$ cat src/rtl/btn_pkg.sv
// Shared definitions for the push-button conditioning slice: channel FSM
// states, default timing constants and the counter width helper.
package btn_pkg;

    typedef enum logic [1:0] {
        IDLE   = 2'd0,
        HELD   = 2'd1,
        REPEAT = 2'd2
    } btn_state_t;

    localparam int DEF_N_BTN            = 2;
    localparam int DEF_DEBOUNCE_CYC     = 1000000;
    localparam int DEF_REPEAT_EN        = 0;
    localparam int DEF_REPEAT_DELAY_CYC = 50000000;
    localparam int DEF_REPEAT_RATE_CYC  = 20000000;

    // One spare bit above what the largest count needs.
    function automatic int cnt_width(input int max_val);
        return $clog2(max_val) + 1;
    endfunction

endpackage

$ cat src/rtl/btn_channel.sv
// One button channel: two-flop synchronizer, glitch-resetting debounce
// counter and the press/hold/repeat FSM that produces one-cycle strobes.
module btn_channel
    import btn_pkg::*;
#(
    parameter int DEBOUNCE_CYC     = DEF_DEBOUNCE_CYC,
    parameter int REPEAT_EN        = DEF_REPEAT_EN,
    parameter int REPEAT_DELAY_CYC = DEF_REPEAT_DELAY_CYC,
    parameter int REPEAT_RATE_CYC  = DEF_REPEAT_RATE_CYC
) (
    input  logic clk,
    input  logic rst_n,
    input  logic btn,
    output logic level,
    output logic pulse,
    output logic release_pulse,
    output logic pulse_next
);

    localparam int DW      = cnt_width(DEBOUNCE_CYC);
    localparam int REP_MAX = (REPEAT_DELAY_CYC > REPEAT_RATE_CYC) ? REPEAT_DELAY_CYC : REPEAT_RATE_CYC;
    localparam int RW      = cnt_width(REP_MAX);

    localparam logic [DW-1:0] DB_LAST    = DW'(DEBOUNCE_CYC - 1);
    localparam logic [RW-1:0] DELAY_LAST = RW'(REPEAT_DELAY_CYC - 1);
    localparam logic [RW-1:0] RATE_LAST  = RW'(REPEAT_RATE_CYC - 1);

    logic          sync_meta;
    logic          sync_out;
    logic [DW-1:0] db_cnt;
    logic          accept;
    logic          rise;
    logic          fall;
    btn_state_t    state;
    btn_state_t    state_next;
    logic          release_next;
    logic          rep_clear;
    logic [RW-1:0] rep_cnt;

    always_ff @(posedge clk or negedge rst_n) begin
        if (!rst_n) begin
            sync_meta <= 1'b0;
            sync_out  <= 1'b0;
        end else begin
            sync_meta <= btn;
            sync_out  <= sync_meta;
        end
    end

    assign accept = (sync_out != level) && (db_cnt == DB_LAST);
    assign rise   = accept && !level;
    assign fall   = accept && level;

    // Any cycle of agreement, even a single-cycle glitch, restarts the count.
    always_ff @(posedge clk or negedge rst_n) begin
        if (!rst_n) begin
            db_cnt <= '0;
            level  <= 1'b0;
        end else if (accept) begin
            db_cnt <= '0;
            level  <= sync_out;
        end else if (sync_out != level) begin
            db_cnt <= db_cnt + 1'b1;
        end else begin
            db_cnt <= '0;
        end
    end

    // With repeat disabled this register never leaves zero and folds away.
    always_ff @(posedge clk or negedge rst_n) begin
        if (!rst_n) begin
            rep_cnt <= '0;
        end else if (REPEAT_EN != 0) begin
            if (rep_clear) begin
                rep_cnt <= '0;
            end else if (state != IDLE) begin
                rep_cnt <= rep_cnt + 1'b1;
            end
        end
    end

    // A release always takes priority over a repeat terminal count.
    always_comb begin
        state_next   = state;
        pulse_next   = 1'b0;
        release_next = 1'b0;
        rep_clear    = 1'b0;
        case (state)
            IDLE: begin
                if (rise) begin
                    state_next = HELD;
                    pulse_next = 1'b1;
                    rep_clear  = 1'b1;
                end
            end
            HELD: begin
                if (fall) begin
                    state_next   = IDLE;
                    release_next = 1'b1;
                end else if ((REPEAT_EN != 0) && (rep_cnt == DELAY_LAST)) begin
                    state_next = REPEAT;
                    pulse_next = 1'b1;
                    rep_clear  = 1'b1;
                end
            end
            REPEAT: begin
                if (fall) begin
                    state_next   = IDLE;
                    release_next = 1'b1;
                end else if (rep_cnt == RATE_LAST) begin
                    pulse_next = 1'b1;
                    rep_clear  = 1'b1;
                end
            end
            default: state_next = IDLE;
        endcase
    end

    always_ff @(posedge clk or negedge rst_n) begin
        if (!rst_n) begin
            state         <= IDLE;
            pulse         <= 1'b0;
            release_pulse <= 1'b0;
        end else begin
            state         <= state_next;
            pulse         <= pulse_next;
            release_pulse <= release_next;
        end
    end

endmodule

$ cat src/rtl/btn_pulse_unit.sv
// Push-button conditioning front end: N_BTN independent channels plus a
// combined strobe registered in the same cycle as the per-button pulses.
module btn_pulse_unit
    import btn_pkg::*;
#(
    parameter int N_BTN            = DEF_N_BTN,
    parameter int DEBOUNCE_CYC     = DEF_DEBOUNCE_CYC,
    parameter int REPEAT_EN        = DEF_REPEAT_EN,
    parameter int REPEAT_DELAY_CYC = DEF_REPEAT_DELAY_CYC,
    parameter int REPEAT_RATE_CYC  = DEF_REPEAT_RATE_CYC
) (
    input  logic             clk,
    input  logic             rst_n,
    input  logic [N_BTN-1:0] btn_in,
    output logic [N_BTN-1:0] btn_level,
    output logic [N_BTN-1:0] pulse,
    output logic [N_BTN-1:0] release_pulse,
    output logic             any_pulse
);

    logic [N_BTN-1:0] pulse_next;

    for (genvar i = 0; i < N_BTN; i++) begin : g_ch
        btn_channel #(
            .DEBOUNCE_CYC     (DEBOUNCE_CYC),
            .REPEAT_EN        (REPEAT_EN),
            .REPEAT_DELAY_CYC (REPEAT_DELAY_CYC),
            .REPEAT_RATE_CYC  (REPEAT_RATE_CYC)
        ) u_ch (
            .clk           (clk),
            .rst_n         (rst_n),
            .btn           (btn_in[i]),
            .level         (btn_level[i]),
            .pulse         (pulse[i]),
            .release_pulse (release_pulse[i]),
            .pulse_next    (pulse_next[i])
        );
    end

    // Built from the channels' next-pulse terms so it lines up with pulse.
    always_ff @(posedge clk or negedge rst_n) begin
        if (!rst_n) begin
            any_pulse <= 1'b0;
        end else begin
            any_pulse <= |pulse_next;
        end
    end

endmodule

$ cat config.mk
export PLATFORM = sky130hd
export DESIGN_NAME = btn_pulse_unit
export DESIGN_NICKNAME = d
export VERILOG_FILES = /design/src/rtl/btn_pkg.sv /design/src/rtl/btn_channel.sv /design/src/rtl/btn_pulse_unit.sv
export SDC_FILE = /design/constraint.sdc
export NUM_CORES = 1
export LEC_CHECK = 0
export BUFFER_PORTS_ARGS = -buffer_cell sky130_fd_sc_hd__buf_4
export CELL_PAD_IN_SITES_DETAIL_PLACEMENT = 1
export CELL_PAD_IN_SITES_GLOBAL_PLACEMENT = 1
export CORE_MARGIN = 8
export CORE_UTILIZATION = 43
export DETAILED_ROUTE_END_ITERATION = 6
export GPL_TIMING_DRIVEN = 0
export MAX_ROUTING_LAYER = met4
export PLACE_DENSITY_LB_ADDON = 0.25
export RECOVER_POWER = 50
export SYNTH_ARGS = -nofsm -noshare
export SYNTH_HDL_FRONTEND = slang
export SYNTH_SLANG_ARGS = --single-unit
export TNS_END_PERCENT = 50
$ cat constraint.sdc
create_clock -name clk -period 1.7 [get_ports clk]
set_input_delay 0.085 -clock clk [delete_from_list [all_inputs] [get_ports clk]]
set_output_delay 0.085 -clock clk [all_outputs]
set_load 0.01 [all_outputs]
* Yosys cells after proc, flatten, opt, wreduce, memory -nomap -nowiden
Cells that the tools add are included.
Operators by class: $add $sub $neg 2, equality and inequality tests 14, divide/modulo/power cells 0, shift operators 0, muxes and demuxes 22, magnitude comparators 0, bitwise operators 0, $mul 0, reductions and logical operators 15
Operator list (count):
- $mux W21 | 4
- $eq A27 B25 Y1 const B | 2
- $add A21 B1 Y21 const B | 2
- $eq A21 B20 Y1 const B | 2
- $mux W1 | 10
- $mux W2 | 4
- $ne A2 B1 Y1 const B | 4
- $pmux W2 S2 | 2
- $logic_and A1 B1 Y1 | 6
- $reduce_or A2 Y1 | 3
- $eq A2 B1 Y1 const B | 2
- $eq A2 B2 Y1 const B | 2
- $logic_not A2 Y1 | 2
- $pmux W1 S2 | 2
- $reduce_and A2 Y1 | 2
- $logic_not A1 Y1 | 2
- $ne A1 B1 Y1 | 2
Storage, ports and cells: memories kept 0, memory bits (read-only) 0, flip-flop bits (word level) 57, input port bits 4, word-level logic and storage cells 68, output and inout bits 7, bits in latches 0, memory bits (writable) 0

* Longest topological paths before layout
Gate-level depths: netlist of run 1.
depth after elaboration 6, gate-level depth with buffers 6, mapped depth without buffers 5

* Hierarchy
Synthesis of run 1 repeated with hierarchy kept, for this count alone.
Second synthesis, totals: cell total of the unflattened synthesis 260, area, all modules 2648.8 µm²
Modules (own cells, without submodules):
- btn_channel | cells an instance 129, sequential area each 675.6 µm², instances 2, area each 1308.8 µm²
- btn_pulse_unit | cells an instance 2, sequential area each 25.0 µm², instances 1, area each 31.3 µm²

* Worst setup path before layout of run 1
No wires, ideal clock.
path kind flip-flop to flip-flop, start register g_ch[1].u_ch.db_cnt[0], end register g_ch[1].u_ch.db_cnt[18], data arrival time 1738 ps, cell stages (with the launch flop) 6, slack -117 ps, clock period less this slack 1817 ps, data required time 1622 ps, buffers on the path 0, library setup time 78 ps, path through dfrtp_1 -> ha_1 -> nand3_1 -> or3_1 -> or4_1 -> a21oi_1
On the way: word-level cells in the longest chain between the ends 3, elaborated cells between the ends (all ways) 5, those cells by class add/sub (1); eq/ne (1); mux (2); reduce/logical (1)
Ends and longest elaborated chain:
- start, declared | RTL line btn_channel.sv:30 | logic [DW-1:0] db_cnt;
- start signal, assigned | RTL line btn_channel.sv:63 | db_cnt <= db_cnt + 1'b1;
- $add A21 B1 Y21 / $eq A21 B20 Y1 (equally long branches) | RTL line btn_channel.sv:63, btn_channel.sv:50
- $mux W21 / $logic_and A1 B1 Y1 (equally long branches) | RTL line btn_channel.sv:62, btn_channel.sv:50
- $mux W21 * | RTL line btn_channel.sv:59 | end else if (accept) begin
Mark *: on every way between the ends. The rest lies on a longest branch, timed or not. A chain may end at the register's enable or synchronous reset.

* Worst setup path after layout of run 1
start register g_ch[1].u_ch.db_cnt[8], end register g_ch[1].u_ch.db_cnt[20]
The elaborated chain is that of the path after synthesis.

==> results of run 1 <==
## state kept, by name (all words and copies together) (netlist names)
register / count
g_ch.u_ch.db_cnt: 42
g_ch.u_ch.level: 2
g_ch.u_ch.sync_out: 2
any_pulse: 1
g_ch.u_ch.sync_meta: 2
g_ch.u_ch.pulse: 2
g_ch.u_ch.release_pulse: 2
g_ch.u_ch.state: 2
## per-stage QoR
step / util / hold WS (ns)
floorplan: - / -0.2106
global placement: 0.4758 / 0.1788
detailed placement: 0.4758 / 0.1781
CTS: 0.5357 / 0.3742
global route: 0.5731 / 0.3957
finish: 0.5731 / 0.3844
## cells by family (layout without fill, tap and decap cells)
| group | after synthesis | in the layout | share of synthesized area |
|---|---|---|---|
| simple gates | 114 | 114 | 0.2381 |
| flops | 55 | 55 | 0.5291 |
| compound gates | 30 | 30 | 0.07311 |
| xor+xnor | 28 | 28 | 0.09428 |
| buf+inv | 23 | 79 | 0.04281 |
| mux | 3 | 3 | 0.01299 |
| fa+ha+maj | 2 | 2 | 0.009618 |
## placed cells by master, fill, tap and decap left out, types with 5 or more instances in the layout
master	n
a21oi_1	7
a21oi_2	6
buf_4	48
clkbuf_8	5
dfrtp_1	46
dfrtp_2	9
inv_1	10
nand2_1	9
nand3_1	10
nand4_1	10
nor2_1	33
nor3_1	6
o31ai_1	9
xnor2_1	15
xor2_1	13
## layout make-up
type / instances / area, um2 / area share
flip-flops and latches: 55 / 1388 / 0.4113
multi-input cells: 177 / 1299 / 0.3850
repair buffers: 50 / 384.1 / 0.1139
well taps: 75 / 93.84 / 0.02782
plain buffers: 11 / 90.09 / 0.02671
clock buffers: 7 / 76.32 / 0.02263
inverters: 10 / 37.54 / 0.01113
clock inverters: 1 / 5.005 / 0.001484
## power by group through the flow
| stage | clock [mW] | sequential (mW) | combinational, mW |
|---|---|---|---|
| floorplan | 0 | 1.37 | 0.0396 |
| global placement | 0 | 1.37 | 0.0804 |
| detailed placement | 0 | 1.37 | 0.0833 |
| CTS | 0.742 | 1.35 | 0.102 |
| global route | 0.775 | 1.34 | 0.145 |
| finish | 0.723 | 1.34 | 0.128 |
## critical path: cells and delay by family, from the launching register on
kind	cells	cell delay [ns]
AO/OA/AOI/OAI	1	0.13
buffers and inverters	1	0.14
flip-flops	1	0.43
AND/OR/NAND/NOR	3	0.97
## worst min path at each step
stage / start / end
3_5_place_dp: rst_n / g_ch[0].u_ch.db_cnt[2]$_DFF_PN0_
4_1_cts: rst_n / g_ch[0].u_ch.db_cnt[2]$_DFF_PN0_
3_3_place_gp: rst_n / g_ch[0].u_ch.db_cnt[2]$_DFF_PN0_
2_1_floorplan: rst_n / any_pulse$_DFF_PN0_
6_report: g_ch[0].u_ch.sync_meta$_DFF_PN0_ / g_ch[0].u_ch.sync_out$_DFF_PN0_
5_1_grt: g_ch[0].u_ch.sync_meta$_DFF_PN0_ / g_ch[0].u_ch.sync_out$_DFF_PN0_
## per-layer routing
metal | share of wire | wire [um] | vias up
li1 | - | - | 999
met1 | 0.46 | 3101 | 1085
met2 | 0.50 | 3382 | 25
met3 | 0.031 | 208 | 9
met4 | 0.013 | 89 | 0
met5 | 0 | 0 | -
## timing repair
item                                    CTS  global route
setup buffers                            20            17
hold buffers                              3             0
endpoints found under the hold margin    57             0
pin swaps                                11             3
resized for setup                        31            30
endpoints found under the setup margin   45            48
==> flow_summary.ini, run 1 <==
[grt]
overflow = 0
grt-busiest-layer = met2
grt_pass1_vias = 2237
track_usage = 0.1606
grt_pass1_wl_um = 10940
grt_use_met2 = 0.2660
antenna_found_initial = 0
grt_max_degree = 56
grtUsageMet3 = 0.03597
use_met1 = 0.1884

[sta]
timing.fmax_mhz = 577.5
fin_crit_ns = 1.732
finClkSkew_ns = 0.004708
slew_headroom = 0.1789
fin_setup_tns_ns = -0.05560
min_period_over_period = 1.019
layout_setup_ws_ns = -0.03169
rsz0062_at_grt = yes
worst_slew_pin_slew_ns = 1.232
finalHoldViolations = 0
slew_violations = 0
setup_viol = 3

[placed_design]
io_buffer_count = 10
dp_slack_ns = -0.3464
dp_hpwl_um = 3693
gp_congestion = 0.7694
post-place-cells = 340
dpl-instance-area_um2 = 2800

[clock_network]
cts-buffers-inserted = 5
cts_max_level = 2
cts_root_buf = clkbuf_8
cts_max_path_buffers = 2
path_clk_slew_ns = 0.10
clk_latency_ns = 0.31
cts.sinks = 55
cts_tree = built

[hold_path]
min_path_cells = 0
hold_path.class = reg -> reg

[floorplanning]
std_cell_rows = 28
num_io_pins = 11
fp.dieH_um = 93.78
start_util = 0.4420
dieArea_um2 = 8794
core-area_um2 = 5886
die_w_um = 93.78

[detailed_routing]
vias_per_cell = 5.487
wl_per_cell_um = 17.57
drtPass1Iterations = 4
totalWireLength_um = 6781
drt_iter0_markers = 98
antenna_left = 0
drc_errors = 0
via_count = 2118

[logic_synthesis]
yosysMostFrequentCell = dfrtp_1
ys_ff_latch = 55
yosys_warnings = 54
avgSynthCellArea_um2 = 10.20
synth_top_area_frac = 0.5291
synth_cell_types = 37
synth_common_cells = dfrtp_1 (55), nor2_1 (36), xnor2_1 (15)
synth_area_leaders = dfrtp_1 (53%), nor2_1 (5.2%), xnor2_1 (5.1%)
synth_largest_area_cell = dfrtp_1
async_flop_share = 1.000
synth_edf_count = 0
netlist_area_um2 = 2601
synth_ff_type = dfrtp_1
yosysSeqAreaShare = 0.5291
synth_fp_nets = 261
synth_cells = 255

[pwr]
finalPower_mw = 2.192
power.internal_mw = 1.671
clockPowerShare = 0.330
p_comb_frac = 0.058
power.net_switching_mw = 0.5213
peakVddDrop_uv = 253.0
p_leak_nw = 1.431
power_density_nw_per_um2 = 649.8
power_frac_seq = 0.612
switching_share = 0.2378

[worst_setup_path]
crit_type = reg -> reg
worstPathCellList = nand4_4 > buf_6 > or3_4 > or4_4 > a21oi_2
r2r_start = g_ch[1].u_ch.db_cnt[8]$_DFF_PN0_
max_stage_delay_ns = 0.43
crit_start = g_ch[1].u_ch.db_cnt[8]$_DFF_PN0_
ff2ff_setup_slack_ns = -0.03
cp-start-kind = register
cp-end-kind = register
timing.rr.end = g_ch[1].u_ch.db_cnt[20]$_DFF_PN0_
r2r_cells = 5
critPathSlowestCell = dfrtp_1
crit_fanout = 6
crit_arrival_ns = 1.98
required_ns = 1.95
endpoint = g_ch[1].u_ch.db_cnt[20]$_DFF_PN0_

[layout]
fin_cells = 386
area_growth_pct = 29.68
n_antenna_cell = 0
drive_gt1_frac = 0.3537
final_area_um2 = 3373
num-nets-final = 316
n_fill_cell = 626

[job]
maxCapViolations = 0

[run_status]
status = finished with violations
violations = setup timing
No activity file was read; power rests on OpenSTA's default activity.
==> inputs of run 2 (changes only) <==
--- a/config.mk
+++ b/config.mk
@@ -6,10 +6,11 @@
 export NUM_CORES = 1
 export LEC_CHECK = 0
 export BUFFER_PORTS_ARGS = -buffer_cell sky130_fd_sc_hd__buf_4
+export CAP_MARGIN = 20
 export CELL_PAD_IN_SITES_DETAIL_PLACEMENT = 1
 export CELL_PAD_IN_SITES_GLOBAL_PLACEMENT = 1
 export CORE_MARGIN = 8
-export CORE_UTILIZATION = 43
+export CORE_UTILIZATION = 40
 export DETAILED_ROUTE_END_ITERATION = 6
 export GPL_TIMING_DRIVEN = 0
 export MAX_ROUTING_LAYER = met4
==> flow_summary.ini, run 2 (synthesis gave the netlist of run 1 again) <==
[worst_setup_path]
cp-end-kind = register
timing.rr.end = g_ch[1].u_ch.db_cnt[18]$_DFF_PN0_
crit_fanout = 6
critical_path.top_delay_family = simple AND/OR/NAND/NOR gates
r2r_start = g_ch[1].u_ch.db_cnt[0]$_DFF_PN0_
ff2ff_setup_slack_ns = -0.02
required_ns = 1.94
r2r_cells = 5
crit_start = g_ch[1].u_ch.db_cnt[0]$_DFF_PN0_
critPathSlowestCell = dfrtp_2
critPathBufInv = 0
max_stage_delay_ns = 0.44
crit_arrival_ns = 1.96
crit_type = reg -> reg
cp-start-kind = register
worstPathCellList = ha_4 > nand3_4 > or3_4 > or4_4 > a21oi_2

[layout]
n_fill_cell = 693
regArea_um2 = 1389
regMostFlops = g_ch.u_ch.db_cnt
final_common_cell = buf_4
final_area_um2 = 3411
drive_gt1_frac = 0.3686
area_growth_pct = 31.12
mostFrequentLayoutCells = buf_4 (54), dfrtp_1 (45), nor2_1 (34)
n_antenna_cell = 0
num-nets-final = 317
multi_input_area_um2 = 1321
largest_register_ffs = 42

[detailed_routing]
vias_per_cell = 5.455
drtPass1Iterations = 4
wl_met2_um = 3308
wl_met3_um = 170
met1_length_um = 3083
drc_errors = 0
antenna_left = 0
topRoutingLayerUsed = met4
via_count = 2122
totalWireLength_um = 6627
drt_iter0_markers = 66
wl_per_cell_um = 17.04

[sta]
worst_slew_pin_slew_ns = 1.233
fin_crit_ns = 1.715
rsz0062_at_grt = yes
finClkSkew_ns = 0.006383
timing.fmax_mhz = 583.1
finalHoldViolations = 0
setup_viol = 1
fin_setup_tns_ns = -0.01502
slew_violations = 0
layout_setup_ws_ns = -0.01502
slew_headroom = 0.1778
min_period_over_period = 1.009

[floorplanning]
start_util = 0.4120
num_io_pins = 11
core-area_um2 = 6314
fp.dieH_um = 96.64
dieArea_um2 = 9339
die_w_um = 96.64
std_cell_rows = 29

[run_status]
status = finished with violations
violations = setup timing

[hold_path]
hold_path.class = reg -> reg
hp-start = g_ch[1].u_ch.sync_meta$_DFF_PN0_
min_path_cells = 0
holdPathEnd = g_ch[1].u_ch.sync_out$_DFF_PN0_

[grt]
grt_pass1_vias = 2161
grt_pass1_wl_um = 10600
grt_max_degree = 56
antenna_found_initial = 0
track_usage = 0.1358
overflow = 0

[clock_network]
cts.sinks = 55
cts_max_level = 2
path_clk_slew_ns = 0.10
cts-buffers-inserted = 5
cts_max_path_buffers = 2
cts_tree = built
cts_root_buf = clkbuf_8
clk_latency_ns = 0.31

[pwr]
power_density_nw_per_um2 = 660.1
finalPower_mw = 2.251
peakVddDrop_uv = 468.6
p_leak_nw = 1.440

[placed_design]
dp_hpwl_um = 3759
dp_slack_ns = -0.3871
io_buffer_count = 10
gp_congestion = 0.7674
dpl-instance-area_um2 = 2803

[job]
maxCapViolations = 0
run 2: layer usage:
metal / vias to the layer above / GRT usage
li1: 1011 / -
met1: 1083 / 0.1688
met2: 21 / 0.2182
met3: 7 / 0.02916
met4: 0 / 0.03550
met5: - / -
run 2: timing repair:
action                                  in CTS  in global routing
hold endpoints to repair                    57                  0
pin swaps                                    7                 15
hold buffers                                 3                  0
endpoints found under the setup margin      45                 45
cloned                                       0                  0
setup buffers                               15                 23
resized for setup                           30                 33
run 2: worst max path at each step:
stage,cells past startpoint,end
detailed placement,6,g_ch[0].u_ch.db_cnt[10]$_DFF_PN0_
finish,5,g_ch[1].u_ch.db_cnt[18]$_DFF_PN0_
floorplan,5,g_ch[1].u_ch.db_cnt[17]$_DFF_PN0_
CTS,5,g_ch[1].u_ch.db_cnt[18]$_DFF_PN0_
global route,5,g_ch[1].u_ch.db_cnt[18]$_DFF_PN0_
global placement,6,g_ch[0].u_ch.db_cnt[10]$_DFF_PN0_
run 2: final cells by class:
class                           count  share of cell area
Buffer                             11             0.02421
Clock buffer                        8             0.02935
Inverter                           10             0.01101
Multi-Input combinational cell    177              0.3874
Sequential cell                    55              0.4072
Tap cell                           77             0.02825
Timing Repair Buffer               51              0.1126
run 2: stage by stage:
stage | hold slack, ns | std cells | util
global placement | 0.1784 | 342 | 0.4439
global route | 0.3780 | 389 | 0.5402
CTS | 0.3686 | 366 | 0.4950
detailed placement | 0.1891 | 342 | 0.4439
floorplan | -0.2106 | 255 | -
finish | 0.3611 | 389 | 0.5402
run 2: power by group:
group / switching (mW) / total [mW] / internal (mW) / leakage (nW)
Sequential: 0.0228 / 1.35 / 1.32 / 0.738
Clock: 0.425 / 0.798 / 0.373 / 0.0515
Combinational: 0.0629 / 0.106 / 0.0433 / 0.650
Total: 0.510 / 2.25 / 1.74 / 1.44
==> inputs of run 3 (changes only) <==
--- a/config.mk
+++ b/config.mk
@@ -5,17 +5,19 @@
 export SDC_FILE = /design/constraint.sdc
 export NUM_CORES = 1
 export LEC_CHECK = 0
+export ABC_AREA = 1
 export BUFFER_PORTS_ARGS = -buffer_cell sky130_fd_sc_hd__buf_4
 export CAP_MARGIN = 20
 export CELL_PAD_IN_SITES_DETAIL_PLACEMENT = 1
 export CELL_PAD_IN_SITES_GLOBAL_PLACEMENT = 1
+export CORE_ASPECT_RATIO = 0.6
 export CORE_MARGIN = 8
 export CORE_UTILIZATION = 40
 export DETAILED_ROUTE_END_ITERATION = 6
 export GPL_TIMING_DRIVEN = 0
 export MAX_ROUTING_LAYER = met4
 export PLACE_DENSITY_LB_ADDON = 0.25
-export RECOVER_POWER = 50
+export RECOVER_POWER = 100
 export SYNTH_ARGS = -nofsm -noshare
 export SYNTH_HDL_FRONTEND = slang
 export SYNTH_SLANG_ARGS = --single-unit
==> flow_summary.ini, run 3 <==
[pwr]
p_leak_nw = 1.535
peakVddDrop_uv = 343.3
power_density_nw_per_um2 = 732.9

[logic_synthesis]
netlist_area_um2 = 2985
synth_fp_nets = 402
yosys_warnings = 54
async_flop_share = 1.000
synth_ff_type = dfrtp_1
avgSynthCellArea_um2 = 7.539
ys_ff_latch = 55
synth_cells = 396
synth_common_cells = nand2_1 (103), nor2_1 (83), dfrtp_1 (55)
yosysMostFrequentCell = nand2_1
synth_area_leaders = dfrtp_1 (46%), nand2_1 (13%), nor2_1 (10%)
synth_top_area_frac = 0.4610
synth_largest_area_cell = dfrtp_1
synth_edf_count = 0
yosysSeqAreaShare = 0.4610
synth_cell_types = 25

[worst_setup_path]
crit_type = reg -> reg
crit_start = g_ch[1].u_ch.db_cnt[0]$_DFF_PN0_
crit_fanout = 9
required_ns = 1.92
endpoint = g_ch[1].u_ch.db_cnt[17]$_DFF_PN0_
crit_arrival_ns = 1.81
timing.rr.end = g_ch[1].u_ch.db_cnt[17]$_DFF_PN0_
r2r_start = g_ch[1].u_ch.db_cnt[0]$_DFF_PN0_
ff2ff_setup_slack_ns = 0.11
cp-end-kind = register
r2r_cells = 9
cp-start-kind = register

[detailed_routing]
antenna_left = 0
wl_per_cell_um = 15.24
drtPass1Iterations = 6
vias_per_cell = 4.866
totalWireLength_um = 7954
drc_errors = 0
via_count = 2540
drt_iter0_markers = 169

[layout]
drive_gt1_frac = 0.1172
regMostFlops = g_ch.u_ch.db_cnt
multi_input_area_um2 = 1374
regArea_um2 = 1376
n_fill_cell = 934
area_growth_pct = 12.91
final_area_um2 = 3371
num-nets-final = 423
fin_cells = 522
final_common_cell = nand2_1
largest_register_ffs = 42
fin_util = 0.4658
n_antenna_cell = 0
mostFrequentLayoutCells = nand2_1 (103), nor2_1 (85), dfrtp_1 (55)

[grt]
grt_max_degree = 56
grt-busiest-layer = met1
use_met1 = 0.2338
grt_pass1_vias = 2570
grt_use_met2 = 0.2052
grtUsageMet3 = 0.04847
antenna_found_initial = 0
overflow = 0
track_usage = 0.1614
grt_pass1_wl_um = 13150

[sta]
finClkSkew_ns = 0.003414
finalHoldViolations = 0
fin_crit_ns = 1.593
timing.fmax_mhz = 627.8
hold_ws_ns = 0.3685
layout_setup_ws_ns = 0.1071
min_period_over_period = 0.9370
worst_slew_pin_slew_ns = 1.291
slew_headroom = 0.1396
slew_violations = 0
rsz0062_at_grt = no
setup_viol = 0

[floorplanning]
num_io_pins = 11
std_cell_rows = 24
fp.dieH_um = 82.92
die_w_um = 127.5
start_util = 0.4125
dieArea_um2 = 10570
core-area_um2 = 7237

[placed_design]
dpl-instance-area_um2 = 3191
dp_hpwl_um = 5879
post-place-cells = 510
gp_congestion = 0.8374
dp_slack_ns = -0.06215
io_buffer_count = 10

[clock_network]
clk_latency_ns = 0.30
path_clk_slew_ns = 0.07
cts_max_path_buffers = 2
cts-buffers-inserted = 5
cts_max_level = 2
cts_root_buf = clkbuf_16
cts.sinks = 55
cts_tree = built

[run_status]
status = finished, final reports clean

[job]
maxCapViolations = 0

[hold_path]
hold_path.class = reg -> reg
==> run 3: cell types whose count changed after synthesis, sizes merged, moves of 5 or more <==
| cell | before | now |
|---|---|---|
| and3 | 5 | 0 |
| clkbuf | 6 | 0 |
| inv | 10 | 52 |
| nand2 | 9 | 109 |
| nand4 | 12 | 5 |
| nor2 | 36 | 96 |
| nor3 | 6 | 14 |
| o31ai | 9 | 0 |
| or3 | 6 | 0 |
| or4 | 8 | 0 |
| xnor2 | 15 | 3 |
==> run 3: worst min path at each step <==
stage	start	end	slack, ns	cells after the start
global placement	rst_n	g_ch[0].u_ch.db_cnt[14]$_DFF_PN0_	0.20	1
detailed placement	rst_n	g_ch[0].u_ch.db_cnt[18]$_DFF_PN0_	0.20	1
floorplan	rst_n	any_pulse$_DFF_PN0_	-0.21	0
finish	g_ch[0].u_ch.sync_meta$_DFF_PN0_	g_ch[0].u_ch.sync_out$_DFF_PN0_	0.37	0
CTS	g_ch[0].u_ch.sync_meta$_DFF_PN0_	g_ch[0].u_ch.sync_out$_DFF_PN0_	0.37	0
global route	g_ch[0].u_ch.sync_meta$_DFF_PN0_	g_ch[0].u_ch.sync_out$_DFF_PN0_	0.38	0
==> run 3: report_power, final <==
part           internal, mW  switching [mW]
clock network         0.547           0.478
registers              1.32          0.0153
logic                0.0315          0.0748
==> run 3: cell type report <==
class                           instances  share of cell area
Buffer                                  6             0.01336
Clock buffer                            7             0.03935
Clock inverter                          1            0.001485
Inverter                               53             0.06050
Multi-Input combinational cell        282              0.4076
Sequential cell                        55              0.4083
Tap cell                              104             0.03860
Timing Repair Buffer                   14             0.03081
==> run 3: critical path, stage by stage (launching register included) <==
cell,delay (ns)
dfrtp_1,0.41
ha_2,0.23
nand3_4,0.14
clkinv_4,0.10
nand2_2,0.09
nor2_4,0.05
a21oi_4,0.16
buf_12,0.14
nand2_1,0.05
nor2_1,0.13
==> run 3: routing by layer <==
layer	vias up	share of wire
met5	-	0
met4	0	0.013
met3	10	0.050
met2	40	0.39
met1	1231	0.55
li1	1259	-
==> run 3: repair_timing <==
action                     in CTS  in global routing
buffers inserted                1                  0
pin swaps                       1                  0
gates resized for setup         1                  7
hold buffers                    3                  0
hold endpoints to repair       57                  0
setup endpoints to repair       6                 19
==> run 3: logic make-up after synthesis <==
| group | synth area share |
|---|---|
| simple gates | 0.3634 |
| buf+inv | 0.08214 |
| flops | 0.4610 |
| compound gates | 0.04107 |
| xor+xnor | 0.04401 |
| fa+ha+maj | 0.008381 |
==> run 3: metrics by stage <==
stage                     power (mW)  setup TNS [ns]
after floorplan                1.403               0
after global placement         1.453               0
after detailed placement       1.459         -0.1540
after CTS                      2.513               0
after global routing           2.553               0
final                          2.470               0
